### src/rtl/sort_result_streamer.sv
// rtl/sort_result_streamer.sv - captures a sorter's packed result and streams it out per element
// while flagging any descending step as an order error.
module sort_result_streamer #(
    parameter  int N  = 4,
    parameter  int W  = 8,
    localparam int IW = $clog2(N)
) (
    input  logic            clk,
    input  logic            rst_n,
    input  logic            done,
    input  logic [N*W-1:0]  data_in,
    output logic            out_valid,
    input  logic            out_ready,
    output logic [W-1:0]    out_data,
    output logic [IW-1:0]   out_index,
    output logic            out_last,
    output logic            busy,
    output logic            order_err,
    output logic            overrun
);

    typedef enum logic {IDLE, STREAM} state_t;

    state_t          state_q, state_d;
    logic            done_q;
    logic [W-1:0]    frame_q [N];
    logic [IW-1:0]   idx_q;
    logic [W-1:0]    prev_q;
    logic            order_err_q;
    logic            overrun_q;
    logic            cap, xfer, at_last, last_xfer, load;

    assign cap       = done & ~done_q;
    assign out_valid = (state_q == STREAM);
    assign busy      = out_valid;
    assign out_data  = frame_q[idx_q];
    assign out_index = idx_q;
    assign at_last   = (idx_q == IW'(N - 1));
    assign out_last  = out_valid & at_last;
    assign xfer      = out_valid & out_ready;
    assign last_xfer = xfer & at_last;
    assign order_err = order_err_q;
    assign overrun   = overrun_q;
    // A capture edge is honoured from IDLE or when it coincides with the final beat (no bubble).
    assign load      = cap & ((state_q == IDLE) | last_xfer);

    always_ff @(posedge clk or negedge rst_n) begin
        if (!rst_n) begin
            state_q <= IDLE;
        end else begin
            state_q <= state_d;
        end
    end

    always_comb begin
        state_d = state_q;
        case (state_q)
            IDLE:    if (cap) state_d = STREAM;
            STREAM:  if (last_xfer && !cap) state_d = IDLE;
            default: state_d = IDLE;
        endcase
    end

    always_ff @(posedge clk or negedge rst_n) begin
        if (!rst_n) begin
            // done_q starts high so a done already asserted at reset release is not an edge.
            done_q      <= 1'b1;
            idx_q       <= '0;
            prev_q      <= '0;
            order_err_q <= 1'b0;
            overrun_q   <= 1'b0;
            for (int i = 0; i < N; i++) frame_q[i] <= '0;
        end else begin
            done_q    <= done;
            overrun_q <= cap & (state_q == STREAM) & ~last_xfer;
            if (load) begin
                for (int i = 0; i < N; i++) frame_q[i] <= data_in[i*W +: W];
                idx_q       <= '0;
                order_err_q <= 1'b0;
            end else if (xfer) begin
                if (!at_last) begin
                    idx_q  <= idx_q + IW'(1);
                    prev_q <= out_data;
                end
                if (idx_q != '0 && out_data < prev_q) order_err_q <= 1'b1;
            end
        end
    end

endmodule

### config.mk
export PLATFORM = sky130hd
export DESIGN_NAME = sort_result_streamer
export DESIGN_NICKNAME = d
export VERILOG_FILES = /design/src/rtl/sort_result_streamer.sv
export SDC_FILE = /design/constraint.sdc
export NUM_CORES = 1
export LEC_CHECK = 0
export CORE_MARGIN = 2
export CORE_UTILIZATION = 40
export DETAILED_ROUTE_END_ITERATION = 8
export PLACE_DENSITY = 0.66
export RECOVER_POWER = 25
export SKIP_LAST_GASP = 1
export SYNTH_ARGS = -nofsm -noshare
export SYNTH_HDL_FRONTEND = slang
export SYNTH_SLANG_ARGS = --single-unit
### constraint.sdc
create_clock -name clk -period 6.6 [get_ports clk]
set_clock_uncertainty 0.15 [all_clocks]
set_input_delay 1.98 -clock clk [delete_from_list [all_inputs] [get_ports clk]]
set_output_delay 1.98 -clock clk [all_outputs]
set_load 0.02 [all_outputs]
# After elaboration in Yosys (flattened, before gate mapping)
# Index checks and enable logic that the tools add are counted.
dict set report word_totals {
  output_inout_bits 15
  word_cells 50
  register_bits 46
  inputBits 36
}
dict set report classes {
  magnitude_cmp 2
  reduce_logical 9
  addsub 1
  n_eq_ne 2
  n_mux 12
  bitwise 14
}
# operator n
set op_table {}
lappend op_table {{8-bit binary-select mux with 2-bit select} 1}
lappend op_table {{8-bit 2-to-1 mux} 2}
lappend op_table {{8-bit less-than comparator} 1}
lappend op_table {{1-bit bitwise AND} 7}
lappend op_table {{2-bit 2-to-1 mux} 3}
lappend op_table {{2-bit nonzero test} 3}
lappend op_table {{1-bit 2-to-1 mux} 5}
lappend op_table {{1-bit inverter} 5}
lappend op_table {{2-bit AND reduction} 2}
lappend op_table {{3-bit >= comparator, second input constant} 1}
lappend op_table {{2-bit inverter with 3-bit output} 1}
lappend op_table {{3-bit AND reduction} 1}
lappend op_table {{2-bit by 1-bit adder with 2-bit output, second input constant} 1}
lappend op_table {{2-bit equality test, second input constant} 1}
lappend op_table {{1-bit logical AND} 2}
lappend op_table {{2-bit by 1-bit != test with 1-bit output, second input constant} 1}
lappend op_table {{1-bit case mux with 2 select lines} 1}
lappend op_table {{1-bit logical NOT} 1}
lappend op_table {{1-bit bitwise OR} 1}

# Longest topological paths before layout
# Gate-level depths: netlist of run 1.
dict set report logic_depth {
  depth_word 9
  mapped_depth 7
  depth_no_buf 6
}

# Worst setup path before layout of run 1
# No wires, ideal clock.
dict set report synth_path {
  kind {register -> output}
  start {register idx_q[0] (netlist: out_index[0])}
  end {output port out_data[1]}
  path_stages_with_launch 3
  path_slack_ns 3.139
  required_time_ns 4.470
  path_buffers 1
  arrival_time_ns 1.331
  path_cell_list {dfrtp_1 buf_6 mux4_1}
}
dict set report synth_between {
  elab_chain_len 4
}
# item line_no
set synth_lines {}
lappend synth_lines {{start, declared} 27} ;# logic [IW-1:0] idx_q;
lappend synth_lines {{start signal, assigned} 82} ;# idx_q <= idx_q + IW'(1);
lappend synth_lines {{2-bit inverter with 3-bit output (not written as such)} 36} ;# assign out_data = frame_q[idx_q];
lappend synth_lines {{8-bit binary-select mux with 2-bit select} 36}
lappend synth_lines {{8-bit 2-to-1 mux (not written as such) (2 in a row)} 36}
lappend synth_lines {{end, declared} 14} ;# output logic [W-1:0] out_data,
# No other way between the ends. The select of a mux whose other input is x is not followed.

# Worst setup path in the final report of run 1
dict set report layout_path {
  start {register idx_q[0] (netlist: out_index[0])}
  end {output port out_data[7]}
}
# The elaborated chain is that of the path after synthesis.

==> results.sh, run 1 <==
export IMPL_finalSetupTns_ps=0
export IMPL_drtPass1Iterations=4
export IMPL_routed_via_count=1369
export IMPL_first_iter_violations=93
export IMPL_crit_required_ps=4470
export IMPL_ys_warn_count=0
export IMPL_timing_final_crit_share_pct=66.45
export IMPL_drc=0
export IMPL_core_area_um2=5439
export IMPL_syn_inst=148
export IMPL_holdPathEnd="frame_q[20]"
export IMPL_avgViaCountPerCell=5.070
export IMPL_drt_antenna_violating_nets=0
export IMPL_violations="max-capacitance violations, max-slew violations"
export IMPL_post_cts_setup_buffer_count=0
export IMPL_cts_repair_resized=0
export IMPL_synth_cell_types=30
export IMPL_fmax_ghz=0.2280
export IMPL_grt_max_degree=47
export IMPL_worst_slack_ps=2214
export IMPL_fin_cells=270
export IMPL_synth_seq_area_share_pct=51.89
export IMPL_routed_wl_mm=4.457
export IMPL_r2r_start="out_index[0]"
export IMPL_final_min_clock_period_ps=4386
export IMPL_endpoint_kind="primary output"
export IMPL_synthTopCellsByCount="dfrtp_1, mux2_2, inv_1"
export IMPL_grt_remaining_overflow=0
export IMPL_grt_pass1_vias=1447
export IMPL_wl_per_cell_um=16.51
export IMPL_die_area_um2=6165
export IMPL_worstSkewPairLatency_ps=300
export IMPL_p_leak_nw=1.222
export IMPL_rr_worst_depth=6
export IMPL_rsz0062_at_grt="no"
export IMPL_fp_row_count=27
export IMPL_grtUsageTotal_pct=15.77
export IMPL_cts_sinks=46
export IMPL_holdCritStartpoint="frame_q[20]"
export IMPL_hold_buffers=0
export IMPL_rr_endpoint="order_err"
export IMPL_cp_start_kind="register"
export IMPL_netlist_area_leader_share_pct=50.70
export IMPL_fin_nets=243
export IMPL_grt_pass1_wl_mm=7.362
export IMPL_slew_headroom_pct=-64.59
export IMPL_clk_pin_slew_ps=80
export IMPL_worst_slew_pin_slew_ps=2469
export IMPL_synth_edf_count=0
export IMPL_min_path_cells=1
export IMPL_cp_arrival_ps=2260
export IMPL_r2r_setup_slack_ps=3750
export IMPL_slowest_delay_ps=690
export IMPL_n_antenna_cell=0
export IMPL_clockBufferDepth=2
export IMPL_critPathBufInv=1
export IMPL_initial_core_util_pct=40.83
export IMPL_cts_root_buf="clkbuf_8"
export IMPL_antenna_found_initial=0
export IMPL_syn_avg_cell_area_um2=15.01
export IMPL_path_cells="mux4_1, clkdlybuf4s50_1"
export IMPL_final_max_slew_viol_count=47
export IMPL_place_congestion=0.7296
export IMPL_crit_path_top_delay_cell="dfrtp_1"
export IMPL_power_density_nw_per_um2=497.7
export IMPL_criticalPathCategory="register to primary output"
export IMPL_synthArstFlopShare_pct=100.0
export IMPL_path_delay_family="flip-flops"
export IMPL_cts_buffers=5
export IMPL_drv_cap=1
export IMPL_io_pins=51
export IMPL_hpwl_mm=3.226
export IMPL_hold_ws_ps=352.1
export IMPL_cp_max_fo=12
export IMPL_htree_num_levels=2
export IMPL_ys_flop_type="dfrtp_1"
export IMPL_ys_top_cells_by_area="dfrtp_1, mux2_2, mux4_1"
export IMPL_syn_area_um2=2221
export IMPL_status="finished, violations left"
export IMPL_synth_seq_cells=46
export IMPL_synth_most_common_cell="dfrtp_1"
export IMPL_die_h_um=78.52
export IMPL_portBuffers=50
export IMPL_hp_class="register to register"
export IMPL_syn_nets=193
export IMPL_die_width_um=78.52
export IMPL_ir_worst_vdd_v=0.0001959
export IMPL_hold_viol=0
export IMPL_place_ws_ps=2506
export IMPL_yosysTopAreaCell="dfrtp_1"
export IMPL_drive_above_1_share_pct=25.25
export IMPL_place_inst=263
export IMPL_cts_tree="built"
export IMPL_area_growth_pct=26.76
export IMPL_setup_violations_final=0
## logic make-up (layout without fill, tap and decap cells)
logic type / count (synthesis) / after routing / share of synthesized area (%)
buffers and inverters: 20 / 70 / 5.577
multiplexers: 49 / 49 / 29.63
adder cells (fa/ha/maj): 9 / 9 / 5.071
flip-flops: 46 / 46 / 51.89
AND/OR/NAND/NOR: 15 / 15 / 4.057
AO/OA/AOI/OAI: 9 / 9 / 3.775
## metal layers
| layer | vias up | share of wire, % | GRT usage (%) | routed length, um |
|---|---|---|---|---|
| li1 | 637 | - | - | - |
| met1 | 696 | 45 | 21.38 | 2023 |
| met2 | 30 | 49 | 25.21 | 2204 |
| met3 | 6 | 3.9 | 3.678 | 173 |
| met4 | 0 | 1.2 | 4.737 | 55 |
| met5 | - | 0 | 0 | 0 |
## report_power, final
group	total (mW)	leakage [nW]	internal (mW)	switching (mW)
logic	0.719	0.627	0.396	0.323
registers	0.517	0.551	0.419	0.0980
clock network	0.166	0.0438	0.0713	0.0943
total	1.40	1.22	0.886	0.515
## through the flow
| step | instance area [um^2] | power, mW | utilization [%] |
|---|---|---|---|
| final | 2815 | 1.401 | 51.76 |
| after global routing | 2815 | 1.500 | 51.76 |
| after CTS | 2816 | 1.418 | 51.78 |
| after detailed placement | 2738 | 1.249 | 50.33 |
| after global placement | 2738 | 1.222 | 50.33 |
| after floorplan | 2221 | 0.9897 | - |
## registers in the layout, indices dropped and copies added (netlist names)
| signal | cells |
|---|---|
| overrun | 1 |
| busy | 1 |
| frame_q | 32 |
| out_index | 2 |
| order_err | 1 |
| prev_q | 8 |
| done_q | 1 |
## worst max path at each step
| stage | start | end | slack (ps) | depth (start not counted) |
|---|---|---|---|---|
| floorplan | out_index[0] | out_data[1] | 3140 | 2 |
| finish | out_index[0] | out_data[7] | 2210 | 2 |
| global placement | out_index[0] | out_data[4] | 2540 | 2 |
| global route | out_index[0] | out_data[4] | 2110 | 2 |
| detailed placement | out_index[0] | out_data[4] | 2510 | 2 |
| CTS | out_index[0] | out_data[4] | 2170 | 2 |
## cells in the final DEF, fill, tap and decap left out, types with 2 or more instances in the layout
master / n
a21o_1: 2
clkbuf_8: 5
clkdlybuf4s50_1: 48
clkinv_2: 2
dfrtp_1: 45
ha_1: 9
inv_1: 12
mux2_1: 2
mux2_2: 37
mux2i_1: 2
mux4_1: 7
nand2_1: 3
nand3_1: 2
nand3b_1: 2
o21ai_0: 2
## layout make-up
class                           count  area [um^2]
Clock buffer                        5        68.82
Clock inverter                      2        10.01
Fill cell                         459         2624
Inverter                           12        45.04
Multi-Input combinational cell     82        947.2
Sequential cell                    46         1152
Tap cell                           72        90.09
Timing Repair Buffer               51        501.7
(Power assumes the default switching activity.)
==> run 2, diff against run 1 <==
--- a/config.mk
+++ b/config.mk
@@ -8,7 +8,7 @@
 export CORE_MARGIN = 2
 export CORE_UTILIZATION = 40
 export DETAILED_ROUTE_END_ITERATION = 8
-export PLACE_DENSITY = 0.66
+export PLACE_DENSITY = 0.69
 export RECOVER_POWER = 25
 export SKIP_LAST_GASP = 1
 export SYNTH_ARGS = -nofsm -noshare
==> constraint.sdc (replaced) <==
create_clock -name clk -period 3.7 [get_ports clk]
set_clock_uncertainty 0.15 [all_clocks]
set_input_delay 1.11 -clock clk [delete_from_list [all_inputs] [get_ports clk]]
set_output_delay 1.11 -clock clk [all_outputs]
set_load 0.02 [all_outputs]
==> results.sh, run 2 (synthesis results as in run 1) <==
export IMPL_status="finished, violations left"
export IMPL_violations="max-capacitance violations, max-slew violations"
export IMPL_grt_max_degree=47
export IMPL_die_width_um=78.52
export IMPL_clk_pin_slew_ps=90
export IMPL_setup_violations_final=0
export IMPL_fp_row_count=27
export IMPL_hold_buffers=0
export IMPL_power_density_nw_per_um2=899.5
export IMPL_io_pins=51
export IMPL_final_cell_mix="clkdlybuf4s50_1, dfrtp_1, mux2_2"
export IMPL_grt_pass1_wl_mm=7.120
export IMPL_initial_core_util_pct=40.83
export IMPL_fmax_ghz=0.2836
export IMPL_routed_via_count=1359
export IMPL_cts_sinks=46
export IMPL_timing_final_crit_share_pct=95.30
export IMPL_largest_register_ff_count=32
export IMPL_grt_remaining_overflow=0
export IMPL_grt_pass1_vias=1439
export IMPL_endpoint_kind="primary output"
export IMPL_stdcell_area_um2=2846
export IMPL_hold_viol=0
export IMPL_slew_headroom_pct=-63.19
export IMPL_cp_max_fo=12
export IMPL_cp_start_kind="register"
export IMPL_drc=0
export IMPL_clockBufferDepth=2
export IMPL_hpwl_mm=3.244
export IMPL_routed_wl_mm=4.367
export IMPL_cts_tree="built"
export IMPL_fin_cells=271
export IMPL_worstSkewPairLatency_ps=300
export IMPL_ff_latch_area_um2=1152
export IMPL_post_cts_setup_buffer_count=0
export IMPL_criticalPathCategory="register to primary output"
export IMPL_n_antenna_cell=0
export IMPL_drtPass1Iterations=4
export IMPL_final_max_slew_viol_count=47
export IMPL_htree_num_levels=2
export IMPL_place_inst=263
export IMPL_multi_input_area_um2=947.2
export IMPL_die_area_um2=6165
export IMPL_hp_class="register to register"
export IMPL_drt_antenna_violating_nets=0
export IMPL_place_congestion=0.7289
export IMPL_avgViaCountPerCell=5.015
export IMPL_drv_cap=1
export IMPL_num_fill_cells=453
export IMPL_worst_slew_pin_slew_ps=2448
export IMPL_final_util_pct=52.33
export IMPL_wl_per_cell_um=16.11
export IMPL_portBuffers=50
export IMPL_drive_above_1_share_pct=25.63
export IMPL_ir_worst_vdd_v=0.0003575
export IMPL_dpl_cell_area_um2=2738
export IMPL_p_leak_nw=1.235
export IMPL_total_power_mw=2.560
export IMPL_final_common_cell="clkdlybuf4s50_1"
export IMPL_place_ws_ps=489.9
export IMPL_die_h_um=78.52
export IMPL_core_area_um2=5439
export IMPL_rsz0062_at_grt="no"
export IMPL_cts_repair_resized=0
export IMPL_hold_ws_ps=347.9
export IMPL_cts_root_buf="clkbuf_8"
export IMPL_final_min_clock_period_ps=3526
export IMPL_grtUsageTotal_pct=15.25
export IMPL_worst_slack_ps=174.0
export IMPL_regMostFlops="frame_q"
export IMPL_first_iter_violations=65
export IMPL_cp_arrival_ps=2270
export IMPL_crit_required_ps=2440
export IMPL_finalSetupTns_ps=0
export IMPL_area_growth_pct=28.17
export IMPL_cts_buffers=5
export IMPL_fin_nets=243
export IMPL_antenna_found_initial=0
==> run 2: path summary, 6_finish.rpt <==
kind | cells after the start | from | slack, ps | to
max | 2 | out_index[0] | 170 | out_data[5]
min | 1 | frame_q[14] | 350 | frame_q[14]
max reg2reg | 6 | out_index[0] | 890 | order_err
min reg2reg | 1 | frame_q[14] | 350 | frame_q[14]
max in group asynchronous | 1 | rst_n | 600 | prev_q[3]
min in group asynchronous | 1 | rst_n | 1410 | frame_q[23]
==> run 2: layout make-up <==
class | instances | area share [%]
Clock buffer | 8 | 3.868
Tap cell | 72 | 3.165
Multi-Input combinational cell | 82 | 33.27
Sequential cell | 46 | 40.48
Timing Repair Buffer | 51 | 17.63
Inverter | 12 | 1.582
==> run 2: report_power, final <==
part | internal, mW | switching [mW] | total, mW
sequential | 0.747 | 0.177 | 0.924
combinational | 0.707 | 0.575 | 1.28
clock | 0.189 | 0.166 | 0.355
total | 1.64 | 0.918 | 2.56
==> run 2: worst max-delay path, stage by stage (launching register included) <==
cell             delay (ps)
dfrtp_1                 690
mux4_1                  700
clkdlybuf4s50_1         580
==> run 2: routing by layer <==
| layer | global-route usage [%] | up-vias | share of wire [%] | wire length, um |
|---|---|---|---|---|
| li1 | - | 635 | - | - |
| met3 | 3.908 | 9 | 4.4 | 192 |
| met1 | 21.25 | 676 | 46 | 1990 |
| met4 | 5.439 | 0 | 1.4 | 62 |
| met5 | 0 | - | 0 | 0 |
| met2 | 23.08 | 39 | 49 | 2121 |
